===== config.mk =====
export PLATFORM = sky130hd
export DESIGN_NAME = quad_step_decoder
export DESIGN_NICKNAME = d
export VERILOG_FILES = /design/src/rtl/quad_step_decoder.sv
export SDC_FILE = /design/constraint.sdc
export NUM_CORES = 1
export LEC_CHECK = 0
export CAP_MARGIN = 25
export CELL_PAD_IN_SITES_DETAIL_PLACEMENT = 1
export CELL_PAD_IN_SITES_GLOBAL_PLACEMENT = 1
export CORE_MARGIN = 3
export CORE_UTILIZATION = 43
export CTS_CLUSTER_SIZE = 12
export DETAILED_ROUTE_END_ITERATION = 10
export GPL_ROUTABILITY_DRIVEN = 1
export PLACE_DENSITY_LB_ADDON = 0.2
export SYNTH_ARGS = -nofsm -noshare
export SYNTH_HDL_FRONTEND = slang
export SYNTH_SLANG_ARGS = --single-unit

===== constraint.sdc =====
create_clock -name CLK -period 3.1 [get_ports CLK]
set_input_delay 0.31 -clock CLK [delete_from_list [all_inputs] [get_ports CLK]]
set_output_delay 0.31 -clock CLK [all_outputs]
set_load 0.05 [all_outputs]

===== src/rtl/quad_step_decoder.sv =====
// Quadrature encoder front-end: 2-FF synchroniser, glitch filter and Gray-code step decoder.
// Optional build macro QDEC_ERR_CNT_EN adds a saturating illegal-transition counter (ERR_CNT, ERR_CLR).

module quad_step_decoder #(
    parameter int unsigned FILTER_LEN = 4
) (
    input  logic       CLK,
    input  logic       RESET_N,
    input  logic       ENC_A,
    input  logic       ENC_B,
    input  logic       EN,
`ifdef QDEC_ERR_CNT_EN
    input  logic       ERR_CLR,
    output logic [7:0] ERR_CNT,
`endif
    output logic       STEP,
    output logic       UP_DOWN,
    output logic       ERR
);

    typedef enum logic [1:0] {
        POS_00 = 2'b00,
        POS_01 = 2'b01,
        POS_11 = 2'b11,
        POS_10 = 2'b10
    } pos_t;

    localparam logic [8:0] FILT_N = 9'(FILTER_LEN);

    function automatic pos_t next_up(input pos_t p);
        pos_t n;
        n = POS_00;
        case (p)
            POS_00: n = POS_01;
            POS_01: n = POS_11;
            POS_11: n = POS_10;
            POS_10: n = POS_00;
        endcase
        return n;
    endfunction

    function automatic pos_t next_dn(input pos_t p);
        pos_t n;
        n = POS_00;
        case (p)
            POS_00: n = POS_10;
            POS_10: n = POS_11;
            POS_11: n = POS_01;
            POS_01: n = POS_00;
        endcase
        return n;
    endfunction

    logic [1:0] sync_q;
    logic [1:0] s_q;
    logic [1:0] s_prev_q;
    logic [7:0] cnt_q;
    pos_t       f_q;
    pos_t       f_old_q;
    logic       f_upd_q;
    logic       init_q;

    logic       s_steady;
    logic [8:0] samples;
    logic       accept;

    // samples = how many consecutive edges (including this one) have seen the current S.
    // NOTE: every always_comb output is assigned on every path, so no latch is inferred.
    always_comb begin
        s_steady = (s_q == s_prev_q);
        samples  = s_steady ? ({1'b0, cnt_q} + 9'd2) : 9'd1;
        accept   = (s_q != f_q) && (samples >= FILT_N);
    end

    // NOTE: non-blocking assignments so each sync stage takes the previous stage's old value.
    always_ff @(posedge CLK or negedge RESET_N) begin
        if (!RESET_N) begin
            sync_q   <= 2'b00;
            s_q      <= 2'b00;
            s_prev_q <= 2'b00;
            cnt_q    <= 8'd0;
            f_q      <= POS_00;
            f_old_q  <= POS_00;
            f_upd_q  <= 1'b0;
        end else begin
            sync_q   <= {ENC_A, ENC_B};
            s_q      <= sync_q;
            s_prev_q <= s_q;
            f_upd_q  <= 1'b0;
            if (accept) begin
                f_old_q <= f_q;
                f_q     <= pos_t'(s_q);
                cnt_q   <= 8'd0;
                f_upd_q <= 1'b1;
            end else if ((s_q == f_q) || !s_steady) begin
                cnt_q <= 8'd0;
            end else if (cnt_q != 8'hFF) begin
                cnt_q <= cnt_q + 8'd1;
            end
        end
    end

    // First acceptance after reset only arms the decoder, so a resting non-00 encoder
    // does not produce a spurious step or error.
    always_ff @(posedge CLK or negedge RESET_N) begin
        if (!RESET_N) begin
            init_q  <= 1'b0;
            STEP    <= 1'b0;
            ERR     <= 1'b0;
            UP_DOWN <= 1'b1;
        end else begin
            STEP <= 1'b0;
            ERR  <= 1'b0;
            if (f_upd_q) begin
                if (!init_q) begin
                    init_q <= 1'b1;
                end else if (EN) begin
                    if (f_q == next_up(f_old_q)) begin
                        STEP    <= 1'b1;
                        UP_DOWN <= 1'b1;
                    end else if (f_q == next_dn(f_old_q)) begin
                        STEP    <= 1'b1;
                        UP_DOWN <= 1'b0;
                    end else begin
                        ERR <= 1'b1;
                    end
                end
            end
        end
    end

`ifdef QDEC_ERR_CNT_EN
    // Counts registered ERR pulses; a clear in the pulse's own cycle wins.
    always_ff @(posedge CLK or negedge RESET_N) begin
        if (!RESET_N) begin
            ERR_CNT <= 8'd0;
        end else if (ERR_CLR) begin
            ERR_CNT <= 8'd0;
        end else if (ERR && (ERR_CNT != 8'hFF)) begin
            ERR_CNT <= ERR_CNT + 8'd1;
        end
    end
`endif

endmodule


==> results.yml, run 1 <==
die:
  die-area_mm2: 0.00293
  core_area_mm2: 0.00208
  initial_core_util_pct: 47.8
  die_w_um: 54.1
  io_pins: 8
  rows: 16
  fp.dieH_um: 54.1
route:
  vias: 631
  avgRoutedWirePerCell_um: 14.6
  viasPerCell: 5.35
  remaining_drc_errors: 0
  ant_nets: 0
  routed_wl_um: 1730
  drtPass1Iterations: 4
  drtIter0Drc: 10
worst_setup_path:
  reg2reg_setup_slack_ns: 1.02
  r2r_start: "cnt_q[2]"
  startpoint: "cnt_q[2]"
  reg2reg_depth: 6
  worstSetupPathType: "flip-flop to flip-flop"
  critPathRequiredTime_ns: 3.30
  end_kind: "flip-flop"
  arrival_ns: 2.29
  worstSetupStartpointType: "flip-flop"
  path_max_fanout: 5
clock_tree:
  h-tree-depth: 1
  cts_tree: "yes"
  cts_setup_buffers: 0
  cts-root-buf: "clkbuf_4"
  numCtsBuffers: 3
  cts.sinks: 23
  post_cts_resized: 0
  cts-hold-fix-buffers: 0
  cts.path.max_buffers: 2
  clk-insertion-delay-late_ns: 0.31
  clk_pin_slew_worst_paths_ns: 0.12
finish:
  final_area_mm2: 0.00116
  drive_above_1_share_pct: 18.7
  fin_nets: 99
  final_common_cell: "dfrtp_1"
  antenna_cells: 0
  synthToLayoutAreaGrowth_pct: 16.7
  final_cell_mix: "22 x dfrtp_1, 7 x clkdlybuf4s50_1, 5 x xnor2_1, 5 x nand3_1"
sta:
  worstMarginPinSlew_ns: 0.550
  timing.final.max_slew_violations: 0
  period_minus_slack_ns: 2.08
  finalSetupViolations: 0
  finClkSkew_ns: 0.00340
  holdWs_ns: 0.191
  grt_setup_unrepaired: "false"
  timing.fmax_ghz: 0.480
  fin_crit_sh_pct: 67.3
  slew_headroom_pct: 63.2
  finalHoldViolCount: 0
  finalSetupTns_ns: 0
power:
  power.leakage_nw: 0.527
  power_w: 0.000736
  peakVddDrop_mv: 0.394
  powerDensity_mw_per_mm2: 634
synth:
  synth_edf_count: 0
  syn_inst: 77
  yosysSeqAreaShare_pct: 58.0
  yosysWarnings: 0
  synth-seq-cells: 23
  synth_area_per_cell_um2: 12.9
  synth_ff_type: "dfrtp_1"
  netlist_area_um2: 995
  yosysUniqueCellTypes: 33
  synthArstFlopShare_pct: 100
placement:
  place_congestion: 0.698
  io_buffers: 7
  dp_hpwl_um: 1310
  post_dp_cell_area_mm2: 0.00111
outcome:
  status: "completed"
global_route:
  grt_pass1_vias: 689
  grt_pass1_wl_um: 3080
  grt_max_degree: 24
  grt-ovfl-total: 0
  grt_antenna_before_repair: 0
  grtUsageTotal_pct: 15.4
min_path:
  min_path_type: "input pin to async pin"
flow_run:
  drv_cap: 0
[per-stage QoR]
stage	cells	utilization, %	setup slack (ns)
after global routing	118	55.8	0.921
after global placement	113	53.1	1.09
after floorplan	79	-	1.17
after CTS	117	54.4	1.02
after detailed placement	113	53.1	1.03
final	118	55.8	1.02
[sequential cells by signal, summed over array words and instances, names as in the netlist]
name      count
s_prev_q      2
s_q           2
sync_q        2
f_old_q       2
init_q        1
STEP          1
f_upd_q       1
UP_DOWN       1
ERR           1
cnt_q         8
f_q           2
[final timing paths]
check / endpoint
worst max-delay path: f_q[0]
min in group CLK: s_q[1]
max in group asynchronous: UP_DOWN
worst min-delay path: cnt_q[4]
worst min register to register: s_q[1]
worst max register to register: f_q[0]
[layout make-up]
class | instances | area [um2]
inverters | 1 | 3.75
clock buffers | 3 | 22.5
well taps | 27 | 33.8
repair buffers | 8 | 97.6
fillers | 216 | 921
multi-input cells | 55 | 422
flip-flops and latches | 23 | 577
clock inverters | 1 | 5.00
[power breakdown]
part | internal [W] | total, W | switching (W)
Clock | 0.0000482 | 0.000135 | 0.0000869
Sequential | 0.000348 | 0.000390 | 0.0000417
Combinational | 0.000103 | 0.000212 | 0.000109
Total | 0.000499 | 0.000736 | 0.000237
[logic make-up (layout without fill, tap and decap cells)]
logic type,count (synthesis),count (layout),synth area share [%]
adder cells (fa/ha/maj),2,2,2.52
buffers and inverters,1,13,0.377
XOR/XNOR,9,9,7.92
multiplexers,5,5,5.53
AND/OR/NAND/NOR,24,24,14.8
AO/OA/AOI/OAI,12,12,10.4
flip-flops,23,23,58.0
other,1,3,0.377
[layer usage]
metal | up-vias | global-route usage, % | part of all wire (%)
met5 | - | 0 | 0
met4 | 0 | 4.98 | 1.0
met3 | 2 | 6.65 | 4.5
met2 | 9 | 25.0 | 50
met1 | 317 | 18.3 | 45
li1 | 303 | - | -
[worst max-delay path: stages (launching register included)]
cell      delay (ns)
dfrtp_1         0.45
ha_1            0.27
or2_1           0.24
a221oi_2        0.23
nand4_2         0.20
o21bai_4        0.23
mux2_2          0.36
[synthesized netlist by cell type, types with 2 or more instances]
| master | number | share of area [%] |
|---|---|---|
| ha_1 | 2 | 2.5 |
| dfrtp_1 | 22 | 55 |
| and3_1 | 2 | 1.3 |
| xor2_1 | 4 | 3.5 |
| nand2_1 | 2 | 0.75 |
| nor2_1 | 2 | 0.75 |
| nor4_1 | 2 | 1.3 |
| nand3_1 | 5 | 2.5 |
| mux2_2 | 4 | 4.5 |
| xnor2_1 | 5 | 4.4 |
| o21ai_0 | 3 | 1.5 |
| and3_2 | 2 | 1.5 |
| o211a_1 | 2 | 2.0 |
(Power assumes the default switching activity.)
==> run 2, diff against run 1 <==
Settings changed: CORE_UTILIZATION 43 to 41.
Clock period 3.1 ns to 1.7 ns, I/O delays scaled along.
==> results.yml, run 2 (synthesis gave the netlist of run 1 again) <==
route:
  drtPass1Iterations: 4
  viasPerCell: 5.24
  drtIter0Drc: 11
  avgRoutedWirePerCell_um: 14.5
  remaining_drc_errors: 0
  ant_nets: 0
  vias: 686
  routed_wl_um: 1910
clock_tree:
  cts.sinks: 23
  cts-root-buf: "clkbuf_4"
  numCtsBuffers: 3
  clk-insertion-delay-late_ns: 0.29
  h-tree-depth: 1
  cts.path.max_buffers: 2
  clk_pin_slew_worst_paths_ns: 0.11
  cts-hold-fix-buffers: 0
  cts_tree: "yes"
global_route:
  grt_pass1_wl_um: 3570
  grt_max_degree: 24
  grt_antenna_before_repair: 0
  grt_pass1_vias: 747
  grtUsageTotal_pct: 14.6
  grt-ovfl-total: 0
sta:
  period_minus_slack_ns: 1.91
  slew_headroom_pct: 66.5
  fin_crit_sh_pct: 112
  timing.final.max_slew_violations: 0
  worstMarginPinSlew_ns: 0.501
  fin_ws_ns: -0.206
  timing.fmax_ghz: 0.525
  finClkSkew_ns: 0.00300
  finalHoldViolCount: 0
  finalSetupViolations: 8
  holdWs_ns: 0.214
  grt_setup_unrepaired: "true"
placement:
  dp_hpwl_um: 1460
  place_congestion: 0.705
  io_buffers: 7
  dp.cells: 126
power:
  p_seq_share_pct: 52.1
  power.leakage_nw: 0.590
  p_int_w: 0.000923
  powerDensity_mw_per_mm2: 1070
  comb_power_share_pct: 30.4
  peakVddDrop_mv: 0.823
  swShare_pct: 31.7
  pwr-share-clk_pct: 17.5
  p_switching_w: 0.000429
finish:
  fin_cells: 131
  drive_above_1_share_pct: 33.0
  final_cell_mix: "22 x dfrtp_1, 14 x buf_4, 6 x clkdlybuf4s50_1, 5 x xnor2_1, 5 x nand3_1"
  synthToLayoutAreaGrowth_pct: 26.8
  final_common_cell: "dfrtp_1"
  fin_nets: 111
  antenna_cells: 0
  largest_reg_flops: 8
  regMostFlops: "cnt_q"
  final.fill_count: 252
worst_setup_path:
  slowest_delay_ns: 0.41
  startpoint: "cnt_q[1]"
  critPathRequiredTime_ns: 1.89
  worstSetupPathType: "flip-flop to flip-flop"
  path_max_fanout: 5
  path_cells: "ha_2 > or2_1 > a221oi_2 > nand4_2 > o21bai_4 > mux2_2"
  end_kind: "flip-flop"
  worstSetupStartpointType: "flip-flop"
  arrival_ns: 2.09
  slowest_stage: "dfrtp_1"
  r2r_start: "cnt_q[1]"
die:
  fp.dieH_um: 55.3
  core_area_mm2: 0.00225
  die-area_mm2: 0.00305
  io_pins: 8
  initial_core_util_pct: 44.1
  die_w_um: 55.3
  rows: 17
flow_run:
  drv_cap: 0
outcome:
  status: "complete, but fails checks"
  violations: "negative setup slack"
min_path:
  min_path_type: "input pin to async pin"
-- run 2: worst paths after layout --
kind | slack, ns | end | cells past startpoint
min reg2reg | 0.36 | s_q[0] | 0
max | -0.21 | f_old_q[0] | 6
max reg2reg | -0.21 | f_old_q[0] | 6
min | 0.21 | cnt_q[3] | 2
max in group asynchronous | 1.21 | UP_DOWN | 2
min in group CLK | 0.30 | sync_q[0] | 1
-- run 2: area by class of cell --
cell class / count / area, um2 / share of cell area (%)
timing repair buffer: 20 / 165 / 13.1
inverter: 1 / 3.75 / 0.298
tap: 28 / 35.0 / 2.78
multi-input combinational: 55 / 454 / 36.0
clock buffer: 4 / 26.3 / 2.08
sequential: 23 / 577 / 45.7
-- run 2: timing repair --
| action | CTS | global route |
|---|---|---|
| pin swaps | 1 | 1 |
| resized for setup | 4 | 1 |
| setup buffers | 1 | 0 |
| setup endpoints to repair | 9 | 10 |
-- run 2: critical path: cells and delay by family, from the launching register on --
kind | cells | cell delay (ns)
AOI/OAI and AO/OA | 2 | 0.45
DFF | 1 | 0.41
and+or+nand+nor | 2 | 0.38
muxes | 1 | 0.36
adders and majority gates | 1 | 0.20
-- run 2: per-layer routing --
layer | global-route usage [%] | wire length (um) | vias to the layer above | share of wire (%)
met5 | 0 | 0 | - | 0
met4 | 3.47 | 14 | 0 | 0.73
met2 | 25.7 | 999 | 8 | 52
met3 | 3.50 | 66 | 2 | 3.5
met1 | 17.9 | 824 | 347 | 43
li1 | - | - | 329 | -
-- run 2: power by group through the flow --
stage | sequential (W) | clock [W] | combinational (W)
6_report | 0.000705 | 0.000237 | 0.000411
5_1_grt | 0.000719 | 0.000282 | 0.000451
4_1_cts | 0.000708 | 0.000254 | 0.000413
3_5_place_dp | 0.000720 | 0 | 0.000401
3_3_place_gp | 0.000710 | 0 | 0.000383
2_1_floorplan | 0.000763 | 0 | 0.000227
-- run 2: per-stage QoR --
stage	total power, W	setup slack, ns	util, %	cell area [um2]	TNS [ns]
5_1_grt	0.00145	-0.332	55.9	1260	-2.50
6_report	0.00135	-0.206	55.9	1260	-1.15
3_3_place_gp	0.00109	-0.179	53.1	1200	-1.06
3_5_place_dp	0.00112	-0.244	53.1	1200	-1.53
2_1_floorplan	0.000991	-0.214	-	1000	-0.854
4_1_cts	0.00137	-0.226	55.7	1250	-1.49
